## src/rtl/axi_lite_arbiter.sv

```systemverilog
// axi_lite_arbiter: shares one AXI-Lite slave between a fetch reader (m0) and a load/store master (m1)
// clk/rst: clock and async active-high reset
// m0_ar*/m0_r*: requester 0 read channel; m1_ar*/m1_r*: requester 1 read channel
// m1_aw*/m1_w*/m1_b*: requester 1 write channel; s_*: shared slave, all five channels
module axi_lite_arbiter #(
    parameter int ADDR_W = 32,
    parameter int DATA_W = 32
) (
    input  logic                clk,
    input  logic                rst,
    input  logic [ADDR_W-1:0]   m0_araddr,
    input  logic                m0_arvalid,
    output logic                m0_arready,
    output logic [DATA_W-1:0]   m0_rdata,
    output logic                m0_rresp,
    output logic                m0_rvalid,
    input  logic                m0_rready,
    input  logic [ADDR_W-1:0]   m1_araddr,
    input  logic                m1_arvalid,
    output logic                m1_arready,
    output logic [DATA_W-1:0]   m1_rdata,
    output logic                m1_rresp,
    output logic                m1_rvalid,
    input  logic                m1_rready,
    input  logic [ADDR_W-1:0]   m1_awaddr,
    input  logic                m1_awvalid,
    output logic                m1_awready,
    input  logic [DATA_W-1:0]   m1_wdata,
    input  logic [DATA_W/8-1:0] m1_wstrb,
    input  logic                m1_wvalid,
    output logic                m1_wready,
    output logic                m1_bresp,
    output logic                m1_bvalid,
    input  logic                m1_bready,
    output logic [ADDR_W-1:0]   s_araddr,
    output logic                s_arvalid,
    input  logic                s_arready,
    input  logic [DATA_W-1:0]   s_rdata,
    input  logic                s_rresp,
    input  logic                s_rvalid,
    output logic                s_rready,
    output logic [ADDR_W-1:0]   s_awaddr,
    output logic                s_awvalid,
    input  logic                s_awready,
    output logic [DATA_W-1:0]   s_wdata,
    output logic [DATA_W/8-1:0] s_wstrb,
    output logic                s_wvalid,
    input  logic                s_wready,
    input  logic                s_bresp,
    input  logic                s_bvalid,
    output logic                s_bready
);
    typedef enum logic [1:0] {IDLE, RD0, RD1, WR} state_t;
    state_t state, state_nxt;
    logic last_grant, ar_done, aw_done, w_done;
    logic pick0, rd0, rd1, wr;
    // m0 wins unless requester 1 also asks and m0 was the last one granted
    assign pick0 = m0_arvalid && !((m1_arvalid || m1_awvalid) && !last_grant);
    always_comb begin
        state_nxt = state;
        if (state == IDLE)
            state_nxt = pick0 ? RD0 : m1_awvalid ? WR : m1_arvalid ? RD1 : IDLE;
        else if (state == WR)
            state_nxt = (s_bvalid && s_bready) ? IDLE : WR;
        else
            state_nxt = (s_rvalid && s_rready) ? IDLE : state;
    end
    // done flags drop on the edge that returns to IDLE, so IDLE always starts clean
    always_ff @(posedge clk or posedge rst) begin
        if (rst) begin
            state      <= IDLE;
            last_grant <= 1'b1;
            ar_done    <= 1'b0;
            aw_done    <= 1'b0;
            w_done     <= 1'b0;
        end else begin
            state   <= state_nxt;
            if (state == IDLE && state_nxt != IDLE)
                last_grant <= (state_nxt != RD0);
            ar_done <= (state_nxt != IDLE) && (ar_done || (s_arvalid && s_arready));
            aw_done <= (state_nxt != IDLE) && (aw_done || (s_awvalid && s_awready));
            w_done  <= (state_nxt != IDLE) && (w_done || (s_wvalid && s_wready));
        end
    end
    assign rd0 = (state == RD0);
    assign rd1 = (state == RD1);
    assign wr  = (state == WR);
    assign s_araddr   = rd1 ? m1_araddr : m0_araddr;
    assign s_arvalid  = ((rd0 && m0_arvalid) || (rd1 && m1_arvalid)) && !ar_done;
    assign m0_arready = rd0 && s_arready && !ar_done;
    assign m1_arready = rd1 && s_arready && !ar_done;
    assign s_rready   = (rd0 && m0_rready) || (rd1 && m1_rready);
    assign m0_rvalid  = rd0 && s_rvalid;
    assign m1_rvalid  = rd1 && s_rvalid;
    assign m0_rdata   = s_rdata;
    assign m1_rdata   = s_rdata;
    assign m0_rresp   = s_rresp;
    assign m1_rresp   = s_rresp;
    assign s_awaddr   = m1_awaddr;
    assign s_awvalid  = wr && m1_awvalid && !aw_done;
    assign m1_awready = wr && s_awready && !aw_done;
    assign s_wdata    = m1_wdata;
    assign s_wstrb    = m1_wstrb;
    assign s_wvalid   = wr && m1_wvalid && !w_done;
    assign m1_wready  = wr && s_wready && !w_done;
    assign s_bready   = wr && m1_bready;
    assign m1_bvalid  = wr && s_bvalid;
    assign m1_bresp   = s_bresp;
endmodule
```

## config.mk

```make
export PLATFORM = sky130hd
export DESIGN_NAME = axi_lite_arbiter
export DESIGN_NICKNAME = d
export VERILOG_FILES = /design/src/rtl/axi_lite_arbiter.sv
export SDC_FILE = /design/constraint.sdc
export NUM_CORES = 1
export LEC_CHECK = 0
export CELL_PAD_IN_SITES_DETAIL_PLACEMENT = 1
export CELL_PAD_IN_SITES_GLOBAL_PLACEMENT = 2
export CORE_MARGIN = 2
export CORE_UTILIZATION = 10
export CTS_CLUSTER_SIZE = 40
export DETAILED_ROUTE_END_ITERATION = 6
export PLACE_DENSITY_LB_ADDON = 0.05
export SYNTH_ARGS = -nofsm -noshare
export SYNTH_HDL_FRONTEND = slang
export SYNTH_SLANG_ARGS = --single-unit
```

## constraint.sdc

```tcl
create_clock -name clk -period 1.2 [get_ports clk]
set_input_delay 0.24 -clock clk [delete_from_list [all_inputs] [get_ports clk]]
set_output_delay 0.24 -clock clk [all_outputs]
set_load 0.005 [all_outputs]
```

* After elaboration in Yosys (flattened, before gate mapping)
Cells that the tools add are included.
Storage, ports and cells: flip-flop bits (word level) 6, input bits 180, output and inout bits 179, logic and storage cells 62
Operators by class: eq/ne operators 4, muxes and demuxes 8, reduce and logical (&&, ||, !) cells 45
Operators by type and width (count):
- logical AND 1 bit | 32
- 2-to-1 mux 32 bit | 1
- 2-to-1 mux 2 bit | 7
- logical OR 1 bit | 6
- logical NOT 1 bit | 5
- == test 2 bit (second input constant) | 2
- == test 2 x 1 -> 1 bit (second input constant) | 1
- logical NOT 2 bit | 1
- != test 2 x 1 -> 1 bit (second input constant) | 1
- nonzero test 2 bit | 1

* Logic depth before layout (Yosys ltp)
Gate-level depths: netlist of run 1.
depth after elaboration 9, mapped depth 5, depth with buffers taken out 3

* Least setup slack after synthesis of run 1
Ideal clock, no wire load.
path kind reg-to-output, start register state[0], end output port s_araddr[0], arrival time 0.998 ns, data required time 0.960 ns, setup slack -0.038 ns, cell stages (with the launch flop) 6, path buffers 2, cell sequence dfrtp_1 > and2b_1 > buf_2 > buf_2 > nand2_1 > nand2_1
Between the ends: word-level cells in the longest chain between the ends 2
RTL lines:
- start, declared | RTL line 54 | state_t state, state_nxt;
- start signal, assigned | RTL line 77 | state <= state_nxt;
- == test 2 bit | RTL line 86 | assign rd1 = (state == RD1);
- 2-to-1 mux 32 bit | RTL line 88 | assign s_araddr = rd1 ? m1_araddr : m0_araddr;
- end, declared | RTL line 35 | output logic [ADDR_W-1:0] s_araddr,
No other way between the ends.

* Worst setup path in the final report of run 1
start register state[0], end output port s_araddr[27]
Same word-level chain as after synthesis.

==> impl_metrics.json, run 1 <==
{
  "clk_pin_slew_ns": 0.04,
  "cts_tree": "done",
  "n_fill_cell": 2169,
  "rows": 49,
  "cts_root_buf": "clkbuf_16",
  "rsz0062_at_grt": "yes",
  "timing.final.crit_share_pct": 142.2,
  "track_usage_pct": 7.132,
  "status": "finished, violations left",
  "synth_cells": 287,
  "cts-buffers-inserted": 3,
  "cts_buffer_depth": 2,
  "viasPerCell": 3.196,
  "ys_ff_latch": 6,
  "pin_count": 359,
  "grt-ovfl-total": 0,
  "first_global_vias": 1936,
  "finalMaxSlewViolations": 0,
  "arrival_ns": 1.47,
  "peakVddDrop_uv": 523.8,
  "dp_hpwl_um": 5297,
  "syn_area_mm2": 0.001868,
  "drtIter0Drc": 22,
  "min_period_ns": 1.706,
  "avgSynthCellArea_um2": 6.509,
  "cts_max_level": 1,
  "drv_cap": 0,
  "area_growth_pct": 63.43,
  "worst_slack_ns": -0.5064,
  "synth_edf_count": 0,
  "p_per_area_mw_per_mm2": 1956,
  "synthArstFlopShare_pct": 100.0,
  "path_class": "reg -> out",
  "initial_utilization_pct": 10.29,
  "multiInputGateArea_um2": 839.6,
  "ant_nets": 0,
  "n_antenna_cell": 0,
  "drive_above_1_share_pct": 44.97,
  "final_core_util_pct": 16.82,
  "seq_area_um2": 151.4,
  "placement.io_buffers": 121,
  "finClkSkew_ns": 0.004157,
  "post_dp_cell_area_mm2": 0.002486,
  "max_slew_margin_pct": 82.03,
  "drt-total-wl_um": 7645,
  "cp.required_ns": 0.96,
  "die_y_um": 140.7,
  "final-setup-viol-count": 50,
  "hp-class": "in -> async",
  "wl_per_cell_um": 13.98,
  "clk_latency_ns": 0.23,
  "ys_warn_count": 0,
  "gp_congestion": 0.6457,
  "drcViolationCount": 0,
  "fp.dieW_um": 140.7,
  "worst_pin_slew_ns": 0.2695,
  "antenna_found_initial": 0,
  "synthesis.nets": 467,
  "yosysSeqAreaShare_pct": 8.104,
  "dr_total_vias": 1748,
  "core_mm2": 0.01815,
  "violations": "setup timing",
  "synth_ff_type": "dfrtp_1",
  "cp-end-kind": "primary output",
  "ys_types": 23,
  "cts.sinks": 6,
  "dieArea_mm2": 0.01979,
  "leakage_nw": 1.413,
  "final_area_mm2": 0.003053,
  "nNetsFinal": 499,
  "cp_max_fo": 6,
  "max_freq_ghz": 0.5860,
  "firstDrtPassIters": 3,
  "grt_max_degree": 33,
  "start_kind": "register",
  "finalHoldViolations": 0,
  "grt_pass1_wl_um": 11100
}
layout by cell type, fill, tap and decap left out, types with 2 or more instances in the layout:
cell type and n:
and3_4 4, and2_1 3, dfrtp_1 5, clkbuf_2 2, nor3b_2 4, a22o_1 2, inv_1 2, nand2_4 6
nor2_1 2, nand2_2 21, buf_16 3, nand2_1 72, buf_12 6, buf_6 27, and3b_1 2, clkbuf_16 5
a31oi_1 4, clkdlybuf4s15_2 3, buf_2 32, buf_4 17, buf_8 2, clkdlybuf4s50_1 77
kinds of logic (layout without fill, tap and decap cells):
family | Yosys count | count (layout) | share of synthesized area, %
DFF | 6 | 6 | 8.105
buffers and inverters | 146 | 177 | 57.54
and+or+nand+nor | 122 | 122 | 27.73
AOI/OAI and AO/OA | 13 | 13 | 6.630
timing repair:
action	4_1_cts	5_1_grt
setup endpoints to repair	50	50
gates resized for setup	216	51
gates cloned	4	2
pin swaps	21	22
hold endpoints to repair	0	0
hold buffers	0	0
buffers inserted	20	9
worst paths after layout:
path,startpoint,end,slack [ns],depth (start not counted)
setup / recovery,state[0]$_DFF_PP0_,s_araddr[27],-0.51,7
hold / removal,rst,ar_done$_DFF_PP0_,0.24,2
setup reg to reg,state[0]$_DFF_PP0_,ar_done$_DFF_PP0_,-0.40,7
hold reg to reg,last_grant$_DFFE_PP1P_,last_grant$_DFFE_PP1P_,0.61,1
max in group asynchronous,rst,last_grant$_DFFE_PP1P_,0.68,2
min in group clk,m1_awaddr[10],s_awaddr[10],0.48,0
worst max-delay path, cell delays in order, from the launching register on:
cell     delay (ns)
dfrtp_1        0.39
and2b_4        0.27
buf_12         0.12
buf_12         0.11
buf_12         0.13
nand2_2        0.04
nand2_1        0.05
buf_2          0.11
power breakdown:
part	switching, mW	leakage (nW)	internal [mW]
clock network	0.125	0.0382	0.442
logic	2.06	1.30	2.93
registers	0.103	0.0751	0.311
total	2.29	1.41	3.68
sequential cells by signal (all words and copies together), names as in the netlist:
signal / flops
state: 2
last_grant: 1
aw_done: 1
ar_done: 1
w_done: 1
cell usage after synthesis, types with 2 or more instances:
library cell | instances | share of area [%]
buf_4 | 136 | 55
nand2_1 | 100 | 20
buf_2 | 7 | 1.9
dfrtp_1 | 5 | 6.7
a31oi_1 | 4 | 1.3
and2_1 | 4 | 1.3
and3_1 | 4 | 1.3
nor3b_1 | 4 | 1.6
nor2_1 | 3 | 0.60
a22o_1 | 2 | 0.94
and2b_1 | 2 | 0.80
and3b_1 | 2 | 0.94
inv_1 | 2 | 0.40
nand2b_1 | 2 | 0.67
o21ai_0 | 2 | 0.54
metal layers:
metal	up-vias	track usage, %	share of wire (%)
met5	-	0	0
met4	0	3.474	3.1
met3	46	2.106	9.6
met2	98	12.17	47
met1	786	8.154	41
li1	818	-	-
cell type report:
class	instances	area share, %
clock buffer	4	2.582
inverter	2	0.2459
multi-input combinational	135	27.50
sequential	6	4.959
tap	229	9.385
timing repair buffer	171	55.33
metrics by stage:
stage	TNS, ns	std cells	setup WS [ns]	power (mW)	hold WS, ns
floorplan	-0.01519	287	-0.0005064	2.133	0.03023
global placement	-26.31	513	-0.5863	3.906	0.4800
detailed placement	-26.84	513	-0.6069	3.853	0.4800
CTS	-23.91	540	-0.5831	5.591	0.2558
global route	-24.74	547	-0.5879	6.485	0.2825
finish	-21.50	547	-0.5064	5.972	0.2438
Power figures use the tool's default switching activity.
==> run 2, diff against run 1 <==
--- a/config.mk
+++ b/config.mk
@@ -7,10 +7,12 @@
 export LEC_CHECK = 0
 export CELL_PAD_IN_SITES_DETAIL_PLACEMENT = 1
 export CELL_PAD_IN_SITES_GLOBAL_PLACEMENT = 2
-export CORE_MARGIN = 2
-export CORE_UTILIZATION = 10
+export CORE_AREA = 2 2 139 141
+export CTS_BUF_LIST = sky130_fd_sc_hd__clkbuf_8
 export CTS_CLUSTER_SIZE = 40
 export DETAILED_ROUTE_END_ITERATION = 6
+export DIE_AREA = 0 0 141 143
+export DONT_BUFFER_PORTS = 1
 export PLACE_DENSITY_LB_ADDON = 0.05
 export SYNTH_ARGS = -nofsm -noshare
 export SYNTH_HDL_FRONTEND = slang
==> impl_metrics.json, run 2 (synthesized netlist as in run 1, its figures left out) <==
{
  "placement.io_buffers": 0,
  "clk_latency_ns": 0.22,
  "cts_root_buf": "clkbuf_8",
  "hold_depth": 2,
  "fp.dieW_um": 141,
  "cp-end-kind": "primary output",
  "ant_nets": 0,
  "timing.final.crit_share_pct": 131.4,
  "path_class": "reg -> out",
  "pin_count": 359,
  "drt-total-wl_um": 6844,
  "die_y_um": 143,
  "cp.required_ns": 0.96,
  "largest_reg_flops": 2,
  "finalMaxSlewViolations": 0,
  "start_kind": "register",
  "track_usage_pct": 5.490,
  "cp_max_fo": 6,
  "layout_commonest_cell": "nand2_1",
  "worst_slack_ns": -0.3769,
  "p_per_area_mw_per_mm2": 2412,
  "hp-class": "in -> reg",
  "finalPower_mw": 4.568,
  "min_period_ns": 1.577,
  "cts.sinks": 6,
  "first_global_vias": 1374,
  "final_area_mm2": 0.001894,
  "wl_per_cell_um": 16.86,
  "nNetsFinal": 353,
  "r2r.worst_path.cells": 4,
  "mostFrequentLayoutCells": "43 x nand2_1, 36 x nand2_2, 20 x nand2_4",
  "dp_slack_ns": -0.2015,
  "grt_max_degree": 21,
  "final-setup-viol-count": 50,
  "grt-ovfl-total": 0,
  "viasPerCell": 3.096,
  "clk_pin_slew_ns": 0.04,
  "arrival_ns": 1.34,
  "antenna_found_initial": 0,
  "finalHoldViolations": 0,
  "initial_utilization_pct": 10.05,
  "rsz0062_at_grt": "yes",
  "dp_hpwl_um": 4642,
  "gp_congestion": 0.6200,
  "drtIter0Drc": 43,
  "n_antenna_cell": 0,
  "core_mm2": 0.01858,
  "grt_pass1_wl_um": 8383,
  "cts_max_level": 1,
  "max_freq_ghz": 0.6342,
  "drcViolationCount": 0,
  "whs_ns": 0.1918,
  "fin_cells": 406,
  "cts-buffers-inserted": 3,
  "dieArea_mm2": 0.02016,
  "worst_pin_slew_ns": 0.3570,
  "dp_cells": 386,
  "firstDrtPassIters": 3,
  "finClkSkew_ns": 0.001181,
  "regMostFlops": "state",
  "rows": 50,
  "drive_above_1_share_pct": 62.79,
  "peakVddDrop_uv": 480.4,
  "area_growth_pct": 1.407,
  "status": "finished, violations left",
  "post_dp_cell_area_mm2": 0.001199,
  "dr_total_vias": 1257,
  "cts_tree": "done",
  "violations": "setup timing",
  "drv_cap": 0,
  "leakage_nw": 0.8251,
  "cts_buffer_depth": 2,
  "max_slew_margin_pct": 76.20
}
==> run 2: cell types whose count changed in the layout (fill, tap and decap cells not counted), sizes merged <==
cell           delta
clkdlybuf4s15     -3
clkdlybuf4s50    -77
dlygate4sd3       +1
buf              -67
inv               +1
clkbuf            -1
==> run 2: area by class of cell <==
type / instances / area, µm²
clock inverters: 1 / 3.754
inverters: 2 / 7.507
clock buffers: 3 / 41.29
multi-input cells: 135 / 1047
well taps: 234 / 292.8
flip-flops and latches: 6 / 152.6
fillers: 2174 / 16690
repair buffers: 25 / 349.1
==> run 2: per-layer routing <==
metal | routed length [µm] | track usage, %
met4 | 272 | 3.421
met3 | 510 | 1.476
met1 | 2577 | 5.667
met2 | 3484 | 9.910
met5 | 0 | 0
==> run 2: worst max-delay path, stage by stage, from the launching register on <==
cell     delay [ns]
dfrtp_1        0.37
and2b_4        0.38
buf_12         0.17
and3_4         0.19
==> run 2: metrics by stage <==
stage	utilization, %	TNS (ns)
finish	10.20	-15.36
global placement	6.451	-5.756
global route	10.20	-18.10
detailed placement	6.451	-5.658
CTS	7.805	-15.29
floorplan	-	-0.01519
==> run 2: final timing paths <==
kind / startpoint / to / slack [ns]
setup / recovery: state[0]$_DFF_PP0_ / m1_arready / -0.38
hold / removal: s_arready / ar_done$_DFF_PP0_ / 0.19
setup reg to reg: state[1]$_DFF_PP0_ / ar_done$_DFF_PP0_ / -0.22
hold reg to reg: ar_done$_DFF_PP0_ / ar_done$_DFF_PP0_ / 0.62
max in group asynchronous: rst / last_grant$_DFFE_PP1P_ / 0.54
min in group asynchronous: rst / aw_done$_DFF_PP0_ / 0.39
==> run 2: power by group <==
part / switching, mW / internal, mW
registers: 0.135 / 0.313
clock network: 0.103 / 0.221
logic: 1.99 / 1.81
==> run 2: timing repair <==
item | in CTS | in global routing
pin swaps | 12 | 42
gates resized for setup | 28 | 90
hold endpoints to repair | 5 | 0
setup endpoints to repair | 49 | 50
hold buffers | 1 | 0
cloned | 2 | 4
buffers inserted | 5 | 6
